`src/rtl/hazard_ctrl_if.sv`:
```
// Pipeline-side view of the hazard controller: ID/EX/MEM status in, stage enables out.
// fsm_state encoding: 0 RUN, 1 RAW, 2 FLUSH, 3 FREEZE.
interface hazard_ctrl_if #(parameter int CNT_W = 16);
   logic             id_valid;
   logic [5:0]       id_opcode;
   logic [2:0]       id_ctrl_acum;
   logic             ex_branch_taken;
   logic             mem_busy;
   logic             pc_write;
   logic             if_id_write;
   logic             if_id_flush;
   logic             id_ex_bubble;
   logic [CNT_W-1:0] stall_cnt;
   logic [1:0]       fsm_state;

   modport master (
      output id_valid, id_opcode, id_ctrl_acum, ex_branch_taken, mem_busy,
      input  pc_write, if_id_write, if_id_flush, id_ex_bubble, stall_cnt, fsm_state
   );

   modport slave (
      input  id_valid, id_opcode, id_ctrl_acum, ex_branch_taken, mem_busy,
      output pc_write, if_id_write, if_id_flush, id_ex_bubble, stall_cnt, fsm_state
   );
endinterface

```
`src/rtl/hazard_ctrl.sv`:
```
// Hazard/sequencing controller for the 5-stage accumulator CPU: RAW scoreboard
// stalls, JMP/branch flushes, memory freeze and a saturating stall counter.
module hazard_ctrl #(
   parameter int CNT_W = 16
) (
   input  logic          clk,
   input  logic          reset,
   hazard_ctrl_if.slave  bus
);

   typedef enum logic [1:0] {RUN = 2'd0, RAW = 2'd1, FLUSH = 2'd2, FREEZE = 2'd3} state_t;

   // Opcode map (instr[15:10]); encodings 38..63 are unassigned.
   localparam logic [5:0] OP_STA   = 6'd3,  OP_STB   = 6'd4;
   localparam logic [5:0] OP_ADDA  = 6'd7,  OP_ADDB  = 6'd8,  OP_ADDCA = 6'd9,  OP_ADDCB = 6'd10;
   localparam logic [5:0] OP_SUBA  = 6'd11, OP_SUBB  = 6'd12, OP_SUBCA = 6'd13, OP_SUBCB = 6'd14;
   localparam logic [5:0] OP_ANDA  = 6'd15, OP_ANDB  = 6'd16, OP_ANDCA = 6'd17, OP_ANDCB = 6'd18;
   localparam logic [5:0] OP_ORA   = 6'd19, OP_ORB   = 6'd20, OP_ORCA  = 6'd21, OP_ORCB  = 6'd22;
   localparam logic [5:0] OP_ASLA  = 6'd23, OP_ASRA  = 6'd24, OP_JMP   = 6'd25;
   localparam logic [5:0] OP_BAEQ  = 6'd26, OP_BANE  = 6'd27, OP_BACS  = 6'd28;
   localparam logic [5:0] OP_BACC  = 6'd29, OP_BAMI  = 6'd30, OP_BAPL  = 6'd31;
   localparam logic [5:0] OP_BBEQ  = 6'd32, OP_BBNE  = 6'd33, OP_BBCS  = 6'd34;
   localparam logic [5:0] OP_BBCC  = 6'd35, OP_BBMI  = 6'd36, OP_BBPL  = 6'd37;

   state_t           state_reg, state_next;
   logic [CNT_W-1:0] cnt_reg;
   // Slot 0 = EX, 1 = MEM, 2 = WB; each entry is {wA, wB}.
   logic [2:0][1:0]  sb_reg, sb_next;
   logic [1:0]       sb_in, id_dest;
   logic             reads_a, reads_b, hit_a, hit_b, raw, jmp;

   always_comb begin
      case (bus.id_opcode)
         OP_STA, OP_ADDA, OP_ADDB, OP_ADDCA, OP_SUBA, OP_SUBB, OP_SUBCA,
         OP_ANDA, OP_ANDB, OP_ANDCA, OP_ORA, OP_ORB, OP_ORCA, OP_ASLA, OP_ASRA,
         OP_BAEQ, OP_BANE, OP_BACS, OP_BACC, OP_BAMI, OP_BAPL:
            reads_a = 1'b1;
         default:
            reads_a = 1'b0;
      endcase
      case (bus.id_opcode)
         OP_STB, OP_ADDA, OP_ADDB, OP_ADDCB, OP_SUBA, OP_SUBB, OP_SUBCB,
         OP_ANDA, OP_ANDB, OP_ANDCB, OP_ORA, OP_ORB, OP_ORCB,
         OP_BBEQ, OP_BBNE, OP_BBCS, OP_BBCC, OP_BBMI, OP_BBPL:
            reads_b = 1'b1;
         default:
            reads_b = 1'b0;
      endcase
   end

   assign id_dest[1] = bus.id_valid && (bus.id_ctrl_acum == 3'b001 || bus.id_ctrl_acum == 3'b010);
   assign id_dest[0] = bus.id_valid && (bus.id_ctrl_acum == 3'b011 || bus.id_ctrl_acum == 3'b100);

   // No bypass network: any in-flight writer blocks a reader of the same accumulator.
   always_comb begin
      hit_a = 1'b0;
      hit_b = 1'b0;
      for (int i = 0; i < 3; i++) begin
         hit_a = hit_a | sb_reg[i][1];
         hit_b = hit_b | sb_reg[i][0];
      end
   end

   assign raw = bus.id_valid && ((reads_a && hit_a) || (reads_b && hit_b));
   assign jmp = bus.id_valid && (bus.id_opcode == OP_JMP);

   always_comb begin
      bus.pc_write     = 1'b1;
      bus.if_id_write  = 1'b1;
      bus.if_id_flush  = 1'b0;
      bus.id_ex_bubble = 1'b0;
      sb_in            = id_dest;
      state_next       = RUN;
      if (reset) begin
         bus.pc_write     = 1'b0;
         bus.if_id_write  = 1'b0;
         bus.if_id_flush  = 1'b1;
         bus.id_ex_bubble = 1'b1;
      end else if (bus.mem_busy) begin
         bus.pc_write    = 1'b0;
         bus.if_id_write = 1'b0;
         state_next      = FREEZE;
      end else if (bus.ex_branch_taken) begin
         bus.if_id_flush  = 1'b1;
         bus.id_ex_bubble = 1'b1;
         sb_in            = 2'b00;
         state_next       = FLUSH;
      end else if (raw) begin
         bus.pc_write     = 1'b0;
         bus.if_id_write  = 1'b0;
         bus.id_ex_bubble = 1'b1;
         sb_in            = 2'b00;
         state_next       = RAW;
      end else if (jmp) begin
         bus.if_id_flush = 1'b1;
         sb_in           = 2'b00;
         state_next      = FLUSH;
      end
   end

   for (genvar gi = 0; gi < 3; gi++) begin : g_sb
      if (gi == 0) begin : g_head
         assign sb_next[gi] = sb_in;
      end else begin : g_tail
         assign sb_next[gi] = sb_reg[gi-1];
      end
   end

   always_ff @(posedge clk) begin
      if (reset) begin
         sb_reg    <= '0;
         state_reg <= RUN;
         cnt_reg   <= '0;
      end else begin
         if (!bus.mem_busy)
            sb_reg <= sb_next;
         state_reg <= state_next;
         if (!bus.pc_write && cnt_reg != '1)
            cnt_reg <= cnt_reg + 1'b1;
      end
   end

   assign bus.stall_cnt = cnt_reg;
   assign bus.fsm_state = state_reg;

endmodule

```
`src/flat_wrapper.sv`:
```
// flat-port wrapper written by rule: the top's interface ports become plain ports
module hazard_ctrl_flat 
#(
   parameter int CNT_W = 16
)
  (clk, reset, bus_id_valid, bus_id_opcode, bus_id_ctrl_acum, bus_ex_branch_taken, bus_mem_busy, bus_pc_write, bus_if_id_write, bus_if_id_flush, bus_id_ex_bubble, bus_stall_cnt, bus_fsm_state);
  hazard_ctrl_if #(.CNT_W(CNT_W)) bus_i ();
  input  logic clk;
  input  logic reset;
  input wire logic [$bits(bus_i.id_valid)-1:0] bus_id_valid;
  input wire logic [$bits(bus_i.id_opcode)-1:0] bus_id_opcode;
  input wire logic [$bits(bus_i.id_ctrl_acum)-1:0] bus_id_ctrl_acum;
  input wire logic [$bits(bus_i.ex_branch_taken)-1:0] bus_ex_branch_taken;
  input wire logic [$bits(bus_i.mem_busy)-1:0] bus_mem_busy;
  output wire logic [$bits(bus_i.pc_write)-1:0] bus_pc_write;
  output wire logic [$bits(bus_i.if_id_write)-1:0] bus_if_id_write;
  output wire logic [$bits(bus_i.if_id_flush)-1:0] bus_if_id_flush;
  output wire logic [$bits(bus_i.id_ex_bubble)-1:0] bus_id_ex_bubble;
  output wire logic [$bits(bus_i.stall_cnt)-1:0] bus_stall_cnt;
  output wire logic [$bits(bus_i.fsm_state)-1:0] bus_fsm_state;
  assign bus_i.id_valid = bus_id_valid;
  assign bus_i.id_opcode = bus_id_opcode;
  assign bus_i.id_ctrl_acum = bus_id_ctrl_acum;
  assign bus_i.ex_branch_taken = bus_ex_branch_taken;
  assign bus_i.mem_busy = bus_mem_busy;
  assign bus_pc_write = bus_i.pc_write;
  assign bus_if_id_write = bus_i.if_id_write;
  assign bus_if_id_flush = bus_i.if_id_flush;
  assign bus_id_ex_bubble = bus_i.id_ex_bubble;
  assign bus_stall_cnt = bus_i.stall_cnt;
  assign bus_fsm_state = bus_i.fsm_state;
  hazard_ctrl #(.CNT_W(CNT_W)) u_core (.clk(clk), .reset(reset), .bus(bus_i));
endmodule
```
`config.mk`:
```
export PLATFORM = sky130hd
export DESIGN_NAME = hazard_ctrl_flat
export DESIGN_NICKNAME = d
export VERILOG_FILES = /design/src/rtl/hazard_ctrl_if.sv /design/src/rtl/hazard_ctrl.sv /design/src/flat_wrapper.sv
export SDC_FILE = /design/constraint.sdc
export NUM_CORES = 1
export LEC_CHECK = 0
export CORE_MARGIN = 10
export CORE_UTILIZATION = 45
export CTS_BUF_LIST = sky130_fd_sc_hd__clkbuf_2 sky130_fd_sc_hd__clkbuf_4 sky130_fd_sc_hd__clkbuf_8
export CTS_CLUSTER_DIAMETER = 80
export DETAILED_ROUTE_END_ITERATION = 8
export PLACE_DENSITY = 0.74
export REMOVE_ABC_BUFFERS = 1
export SETUP_SLACK_MARGIN = 0.02
export SLEW_MARGIN = 20
export SYNTH_ARGS = -nofsm -noshare
export SYNTH_HDL_FRONTEND = slang
export SYNTH_SLANG_ARGS = --single-unit
```
`constraint.sdc`:
```
create_clock -name clk -period 2.52 [get_ports clk]
set_input_delay 0.504 -clock clk [delete_from_list [all_inputs] [get_ports clk]]
set_output_delay 0.504 -clock clk [all_outputs]
set_load 0.005 [all_outputs]
```
# After elaboration in Yosys (flattened, before gate mapping)
# Memories as Yosys holds them, arrays and structs flattened.
# Cells that the tools add are included.
# W data, S select, Z words.
# word_totals
romBits	96
output_inout_bits	22
elab_cells	50
ff_bits	24
memories	2
# mem_list
name	words	width	rd	rd_clocked_by_memory_dff	write_ports	line_no	rtl
(name not given)	64	1	1	0	0	hazard_ctrl.sv:41	case (bus.id_opcode)
(name not given)	32	1	1	0	0	hazard_ctrl.sv:33	case (bus.id_opcode)
# op_classes
n_eq_ne	6
bitwise_logic	4
n_reduce_logical	11
n_addsub	1
muxes	21
# ops
cell	count
$add A16 B1 Y16 const B	1
$ne A16 B16 Y1 const B	1
$mux W1	14
$mux W2	7
$logic_and A1 B1 Y1	7
$eq A3 B2 Y1 const B	2
$eq A6 B5 Y1 const B	1
$or A1 B1 Y1	4
$eq A3 B1 Y1 const B	1
$eq A3 B3 Y1 const B	1
$logic_or A1 B1 Y1	3
$logic_not A1 Y1	1

# Logic depth before layout (Yosys ltp)
# Gate-level depths: netlist (run 1).
# logic_depth
ltp_word	11
ltp_mapped	8
mapped_depth_nobuf	8

# Least setup slack after synthesis (run 1)
# Ideal clock, no wire load.
# synth_path
path_kind	input -> output
startpoint	in bus_id_opcode[1]
endpoint	out bus_pc_write
n_path_buf	1
required_time_ps	2016
slack_ps	203
cell_stages	8
arrival_ps	1813
path_cell_list	inv_1 ha_1 nor2b_2 a2111oi_4 o311ai_2 nand2_2 nor2_1 buf_4
# synth_between
elab_chain_cells	9
word_cells_on_any_way	11
cone_classes	5 x mux; 4 x reduce/logical; 2 x memory
# synth_lines
item	line_no	rtl
start: declaration	flat_wrapper.sv:11	input wire logic [$bits(bus_i.id_opcode)-1:0] bus_id_opcode;
$mem_v2 Z32 W1	--	
$mux W1	hazard_ctrl.sv:33	
$logic_and A1 B1 Y1	hazard_ctrl.sv:64	assign raw = bus.id_valid && ((reads_a && hit_a) || (reads_b && hit_b));
$logic_or A1 B1 Y1 *	hazard_ctrl.sv:64	
$logic_and A1 B1 Y1 *	hazard_ctrl.sv:64	
$mux W1 * (4 in series)	--	
end: declaration	flat_wrapper.sv:15	output wire logic [$bits(bus_i.pc_write)-1:0] bus_pc_write;
# Mark *: on every way between the ends. The rest lies on a longest branch, timed or not.

# Worst setup path in the final report (run 1)
# layout_path
startpoint	in bus_id_opcode[1]
endpoint	out bus_if_id_flush
# layout_between
elab_chain_cells	9
word_cells_on_any_way	14
cone_classes	1 x eq/ne; 6 x mux; 5 x reduce/logical; 2 x memory
# layout_lines
item	line_no	rtl
$mem_v2 Z32 W1	--	
$mux W1	hazard_ctrl.sv:33	
$logic_and A1 B1 Y1	hazard_ctrl.sv:64	
$logic_or A1 B1 Y1	hazard_ctrl.sv:64	
$logic_and A1 B1 Y1	hazard_ctrl.sv:64	
$mux W1 *	hazard_ctrl.sv:88	end else if (raw) begin
$mux W1 *	hazard_ctrl.sv:83	end else if (bus.ex_branch_taken) begin
$mux W1 *	hazard_ctrl.sv:79	end else if (bus.mem_busy) begin
$mux W1 *	hazard_ctrl.sv:74	if (reset) begin
end: declaration	flat_wrapper.sv:17	output wire logic [$bits(bus_i.if_id_flush)-1:0] bus_if_id_flush;
# Marks and branches as above.

==> summary.txt, run 1 <==
Yosys
  – Ys async rst share: 0
  – Largest cells by area after synthesis: dfxtp_1 (33%), nor2_1 (5.4%), a21oi_1 (4.5%)
  – Synthesized area: 0.00145 sq mm
  – Post-synth top area share: 0.331
  – EDFF count, synth: 0
  – YS warnings: 0
  – Most common cell in the netlist: dfxtp_1
  – Average instance area after synthesis: 8.68 sq um
  – Post-synth top area cell: dfxtp_1
  – Top cells by count, synth: dfxtp_1 (24), nor2_1 (21), a21oi_1 (13)
  – Sequential area share after synthesis: 0.331
  – Mapped Cells: 167
  – FF+latch count, synth: 24
  – Synth unique cells: 48
  – Most used flip-flop cell after synthesis: dfxtp_1

STA
  – FMAX: 0.411 GHz
  – Clk_skew: 0.0131 ns
  – Final-report max-slew violation count: 0
  – Slew headroom: 0.711
  – Worst-margin pin slew: 0.430 ns
  – Setup ws final: 0.0881 ns
  – Final worst-path cycle share: 0.965
  – Setup-failing EPs final: 0
  – Min Tclk post-route: 2.43 ns
  – Total negative setup slack: 0 ns
  – Fin. Hold Viols: 0
  – RSZ-0062 raised after global routing: false

Global routing
  – Met3 Use GR: 0.0326
  – Busiest layer in global routing: met2
  – Antenna violations before repair: 0
  – Met1 Track Usage GR: 0.143
  – Overflow after GRT: 0
  – Largest net degree at the start of global routing: 15
  – First-pass GRT wire length: 6620 um
  – GRT Overall Usage: 0.133
  – Vias in the first global route: 1439
  – Met2 Track Usage GR: 0.242

Pwr
  – Power Dens Cells: 387 mW/mm^2
  – Max IR drop VDD: 332 uV
  – Leak: 0.853 nW

Placement
  – Placed Area: 0.00199 sq mm
  – Placer Congestion: 0.824
  – IO buf count: 35
  – Setup WS pre-CTS: -0.728 ns
  – Hpwl dp: 3200 um

Clock tree
  – Worst-skew pair later-pin latency: 0.32 ns
  – CTS tree: yes
  – Num CTS Buffers: 3
  – Clock Sinks: 24
  – Clock tree buffer depth: 2
  – H-tree levels: 1
  – CTS clk-pin slew, worst paths: 0.13 ns
  – CTS root buf: clkbuf_4

Detailed routing
  – WL/cell: 15.8 um
  – DRC Markers: 0
  – First-pass iteration count of the detailed router: 4
  – Final WL: 4280 um
  – Iteration-0 DRC Markers: 76
  – Via/cell ratio: 5.66
  – Post-route ant nets: 0
  – Routed via count: 1527

Die
  – Die Y: 76.8 um
  – Core Rows: 20
  – Core area: 0.00308 sq mm
  – Starting Density: 0.471
  – Die Area: 0.00589 sq mm
  – Io pins: 36
  – Die Width: 76.8 um

Hold path
  – Worst hold path type: flip-flop to flip-flop
  – Hold path start: u_core.sb_next[3]

Worst setup path
  – CP Launch Type: input pin
  – Worst EP required: 2.02 ns
  – Critical path fanouts, max: 3
  – WS Path Type: input pin to output port
  – Crit path capture type: output port
  – Crit. Startpoint: bus_id_opcode[1]
  – Worst endpoint data arrival time: 1.93 ns
  – Reg2reg start: u_core.bus.stall_cnt[7]

Cells and area
  – Layout area overhead: 47.4%
  – Fin nets: 245
  – Antenna diode count: 0
  – Fin area: 0.00214 sq mm
  – Filler Cell Count: 252
  – Share of layout cells above drive strength 1: 0.265
  – Max FFs per register: 16

Job
  – MaxCap Viol Count: 0

Run status
  – Status: complete, no violations
-- where the power goes --
part	switching, mW	total (mW)	leakage [nW]	internal, mW
Clock	0.118	0.279	0.0279	0.161
Combinational	0.0763	0.156	0.631	0.0794
Sequential	0.00743	0.393	0.194	0.386
-- final cells by class --
type	count	area (sq um)	share of cell area
well taps	44	55.1	0.0258
repair buffers	60	512	0.239
multi-input cells	133	1020	0.477
inverters	5	18.8	0.00878
flip-flops and latches	24	480	0.225
clock inverters	1	30.0	0.0141
clock buffers	3	22.5	0.0105
-- cell usage in the layout (no fill, tap or decap), types with 2 or more instances in the layout --
cell type,n
and4_1,4
nor3_1,7
nor2b_1,4
clkbuf_4,3
buf_2,7
dfxtp_1,24
and3_1,4
buf_6,3
and2b_1,2
nand3b_1,2
a21oi_4,2
o21bai_1,2
nand2_1,6
nand4_1,7
o21ai_0,5
clkdlybuf4s50_1,25
or3_1,3
nand3_1,9
mux2_1,5
xnor2_1,3
a21oi_1,11
mux2i_1,6
nor2_1,20
inv_1,4
buf_4,22
ha_1,2
-- routing by layer --
layer	wire, um	share of wire	up-vias
li1	-	-	742
met1	1740	0.41	721
met2	2180	0.51	54
met3	275	0.064	10
met4	86	0.020	0
met5	0	0	-
-- path summary, 6_finish.rpt --
| check | to | slack (ns) | depth (start not counted) |
|---|---|---|---|
| worst min-delay path | u_core.sb_next[3] | 0.49 | 2 |
| worst max register to register | u_core.bus.stall_cnt[9] | 0.42 | 6 |
| worst min register to register | u_core.sb_next[3] | 0.49 | 2 |
| worst max-delay path | bus_if_id_flush | 0.09 | 10 |
-- per-stage QoR --
stage / power [mW] / cells / hold slack [ns] / util
6_report: 0.828 / 270 / 0.493 / 0.694
5_1_grt: 0.857 / 270 / 0.522 / 0.694
4_1_cts: 0.822 / 269 / 0.492 / 0.676
3_5_place_dp: 0.544 / 264 / 0.467 / 0.648
3_3_place_gp: 0.539 / 264 / 0.456 / 0.648
2_1_floorplan: 0.449 / 162 / 0.439 / -
-- repair_timing --
item / 4_1_cts / 5_1_grt
gates resized for setup: 39 / 16
pin swaps: 7 / 9
setup endpoints to repair: 10 / 4
hold buffers: 0 / 0
gates cloned: 0 / 0
setup buffers: 1 / 1
-- kinds of logic (layout without fill, tap and decap cells) --
| family | count (synthesis) | in the layout | synth area share |
|---|---|---|---|
| flops | 24 | 24 | 0.331 |
| xor+xnor | 3 | 3 | 0.0181 |
| fa+ha+maj | 4 | 4 | 0.0345 |
| compound gates | 36 | 36 | 0.198 |
| simple gates | 79 | 79 | 0.301 |
| buf+inv | 10 | 69 | 0.0362 |
| mux | 11 | 11 | 0.0802 |
-- worst max-delay path: stages --
cell	delay, ns
buf_2	0.12
buf_6	0.12
ha_4	0.20
nand3b_1	0.12
a21oi_4	0.08
buf_6	0.12
o311ai_4	0.28
nand2_2	0.10
o21bai_1	0.14
buf_2	0.13
No activity file was read; power rests on OpenSTA's default activity.
==> run 2: changes to the inputs <==
CORE_UTILIZATION = 36   (was 45)
PLACE_DENSITY = unset   (was 0.74)
==> run 2 against run 1 <==
  * Sequential cell count stayed put
  * Combinational power hardly changed
  * Cell count is 1.5% higher
  * Sequential share of layout area hardly changed
  * Non-clock buffer count is 1 lower
  * Count of clock-buffer cells in the layout stayed put
  * Worst setup slack better by 0.012 ns
  * Via count is 5.1% lower
  * Sequential power hardly changed
  * Fmax is 0.52% higher
==> summary.txt, run 2 (synthesis gave the netlist of run 1 again) <==
STA
  – Worst-margin pin slew: 0.415 ns (was 0.430 ns)
  – FMAX: 0.413 GHz (was 0.411 GHz)
  – Setup-failing EPs final: 0 (unchanged)
  – Total negative setup slack: 0 ns (unchanged)
  – Fin. Hold Viols: 0 (unchanged)
  – Final worst-path cycle share: 0.960 (was 0.965)
  – Slew headroom: 0.721 (was 0.711)
  – Clk_skew: 0.00879 ns (was 0.0131 ns)
  – Setup ws final: 0.101 ns (was 0.0881 ns)
  – RSZ-0062 raised after global routing: false (unchanged)
  – Min Tclk post-route: 2.42 ns (was 2.43 ns)
  – Final-report max-slew violation count: 0 (unchanged)

Cells and area
  – Non-filler instance count after layout: 274 (was 270)
  – Commonest non-fill, non-tap cells in the layout: clkdlybuf4s50_1 (25), dfxtp_1 (24), buf_4 (22) (unchanged)
  – Filler Cell Count: 373 (was 252)
  – Layout area overhead: 47.6% (was 47.4%)
  – Antenna diode count: 0 (unchanged)
  – Fin nets: 244 (was 245)
  – Share of layout cells above drive strength 1: 0.268 (was 0.265)
  – Most common cell after layout, fill and taps aside: clkdlybuf4s50_1 (unchanged)
  – Max FFs per register: 16 (unchanged)

Placement
  – Hpwl dp: 3080 um (was 3200 um)
  – IO buf count: 35 (unchanged)
  – Post-Place Cells: 269 (was 264)
  – Setup WS pre-CTS: -0.753 ns (was -0.728 ns)
  – Placer Congestion: 0.840 (was 0.824)

Clock tree
  – CTS clk-pin slew, worst paths: 0.08 ns (was 0.13 ns)
  – Clock Sinks: 24 (unchanged)
  – Num CTS Buffers: 3 (unchanged)
  – Worst-skew pair later-pin latency: 0.27 ns (was 0.32 ns)
  – CTS tree: yes (unchanged)
  – H-tree levels: 1 (unchanged)
  – CTS root buf: clkbuf_8 (was clkbuf_4)
  – Clock tree buffer depth: 2 (unchanged)
  – Post-CTS Hold Buffers: 0 (unchanged)

Pwr
  – Max IR drop VDD: 316 uV (was 332 uV)
  – Total Power Consumption: 0.778 mW (was 0.828 mW)
  – Power Dens Cells: 363 mW/mm^2 (was 387 mW/mm^2)
  – Leak: 0.842 nW (was 0.853 nW)

Global routing
  – GRT Overall Usage: 0.117 (was 0.133)
  – First-pass GRT wire length: 6980 um (was 6620 um)
  – Vias in the first global route: 1462 (was 1439)
  – Overflow after GRT: 0 (unchanged)
  – Largest net degree at the start of global routing: 27 (was 15)
  – Antenna violations before repair: 0 (unchanged)

Job
  – MaxCap Viol Count: 0 (unchanged)

Die
  – Die Area: 0.00697 sq mm (was 0.00589 sq mm)
  – Die Width: 83.5 um (was 76.8 um)
  – Io pins: 36 (unchanged)
  – Starting Density: 0.368 (was 0.471)
  – Die Y: 83.5 um (was 76.8 um)
  – Core area: 0.00394 sq mm (was 0.00308 sq mm)
  – Core Rows: 23 (was 20)

Detailed routing
  – Final WL: 4120 um (was 4280 um)
  – WL/cell: 15.0 um (was 15.8 um)
  – First-pass iteration count of the detailed router: 4 (unchanged)
  – Iteration-0 DRC Markers: 73 (was 76)
  – Routed via count: 1449 (was 1527)
  – DRC Markers: 0 (unchanged)
  – Post-route ant nets: 0 (unchanged)
  – Via/cell ratio: 5.29 (was 5.66)

Worst setup path
  – CP Launch Type: input pin (unchanged)
  – Worst EP required: 2.02 ns (about the same)
  – WS Path Type: input pin to output port (unchanged)
  – Crit path capture type: output port (unchanged)
  – Worst endpoint data arrival time: 1.92 ns (was 1.93 ns)
  – Critical path fanouts, max: 4 (was 3)

Hold path
  – Worst hold path type: flip-flop to flip-flop (unchanged)

Run status
  – Status: complete, no violations (unchanged)
-- run 2: cell types whose count changed in the layout (fill, tap and decap cells not counted), sizes merged --
| cell | delta |
|---|---|
| dlygate4sd2 | +1 |
| clkbuf | -1 |
| buf | -1 |
| bufinv | -1 |
-- run 2: cell type report --
cell class / count / area [sq um] / area share
Multi-Input combinational cell: 133 / 1030 / 0.479
Tap cell: 50 / 62.6 / 0.0292
Timing Repair Buffer: 59 / 512 / 0.239
Inverter: 5 / 18.8 / 0.00877
Clock buffer: 3 / 41.3 / 0.0193
Sequential cell: 24 / 480 / 0.224
-- run 2: critical path, cell delays in order --
cell           delay [ns]
dlygate4sd2_1        0.32
a211o_2              0.35
a21oi_2              0.17
buf_4                0.15
o311ai_4             0.10
nand2_2              0.10
o21bai_1             0.08
buf_2                0.13
-- run 2: worst paths after layout --
path / startpoint / endpoint / slack [ns] / depth (start not counted)
setup / recovery: bus_id_opcode[4] / bus_if_id_flush / 0.10 / 8
hold / removal: u_core.sb_next[3] / u_core.sb_next[3] / 0.48 / 2
setup reg to reg: u_core.bus.stall_cnt[6] / u_core.bus.stall_cnt[3] / 0.46 / 6
hold reg to reg: u_core.sb_next[3] / u_core.sb_next[3] / 0.48 / 2
-- run 2: stage by stage --
stage                     cell area, sq um  utilization  hold slack [ns]
after detailed placement              1990        0.506            0.467
final                                 2140        0.543            0.476
after global routing                  2140        0.543            0.508
after floorplan                       1420            -            0.439
after global placement                1990        0.506            0.456
after CTS                             2120        0.537            0.480
-- run 2: timing repair --
item / in CTS / in global routing
gates resized for setup: 47 / 10
endpoints found under the setup margin: 14 / 6
buffers inserted: 3 / 0
pin swaps: 10 / 8
hold endpoints to repair: 0 / 0
-- run 2: report_power, final --
part / total, mW / internal, mW / leakage (nW) / switching, mW
combinational: 0.157 / 0.0808 / 0.626 / 0.0758
clock: 0.228 / 0.107 / 0.0216 / 0.122
sequential: 0.393 / 0.385 / 0.194 / 0.00752
-- run 2: routing by layer --
metal | share of wire | GRT usage | wire length (um) | vias to the layer above
met4 | 0.0078 | 0.0426 | 32 | 0
li1 | - | - | - | 739
met5 | 0 | 0 | 0 | -
met2 | 0.51 | 0.197 | 2080 | 33
met1 | 0.44 | 0.140 | 1810 | 675
met3 | 0.046 | 0.0293 | 191 | 2
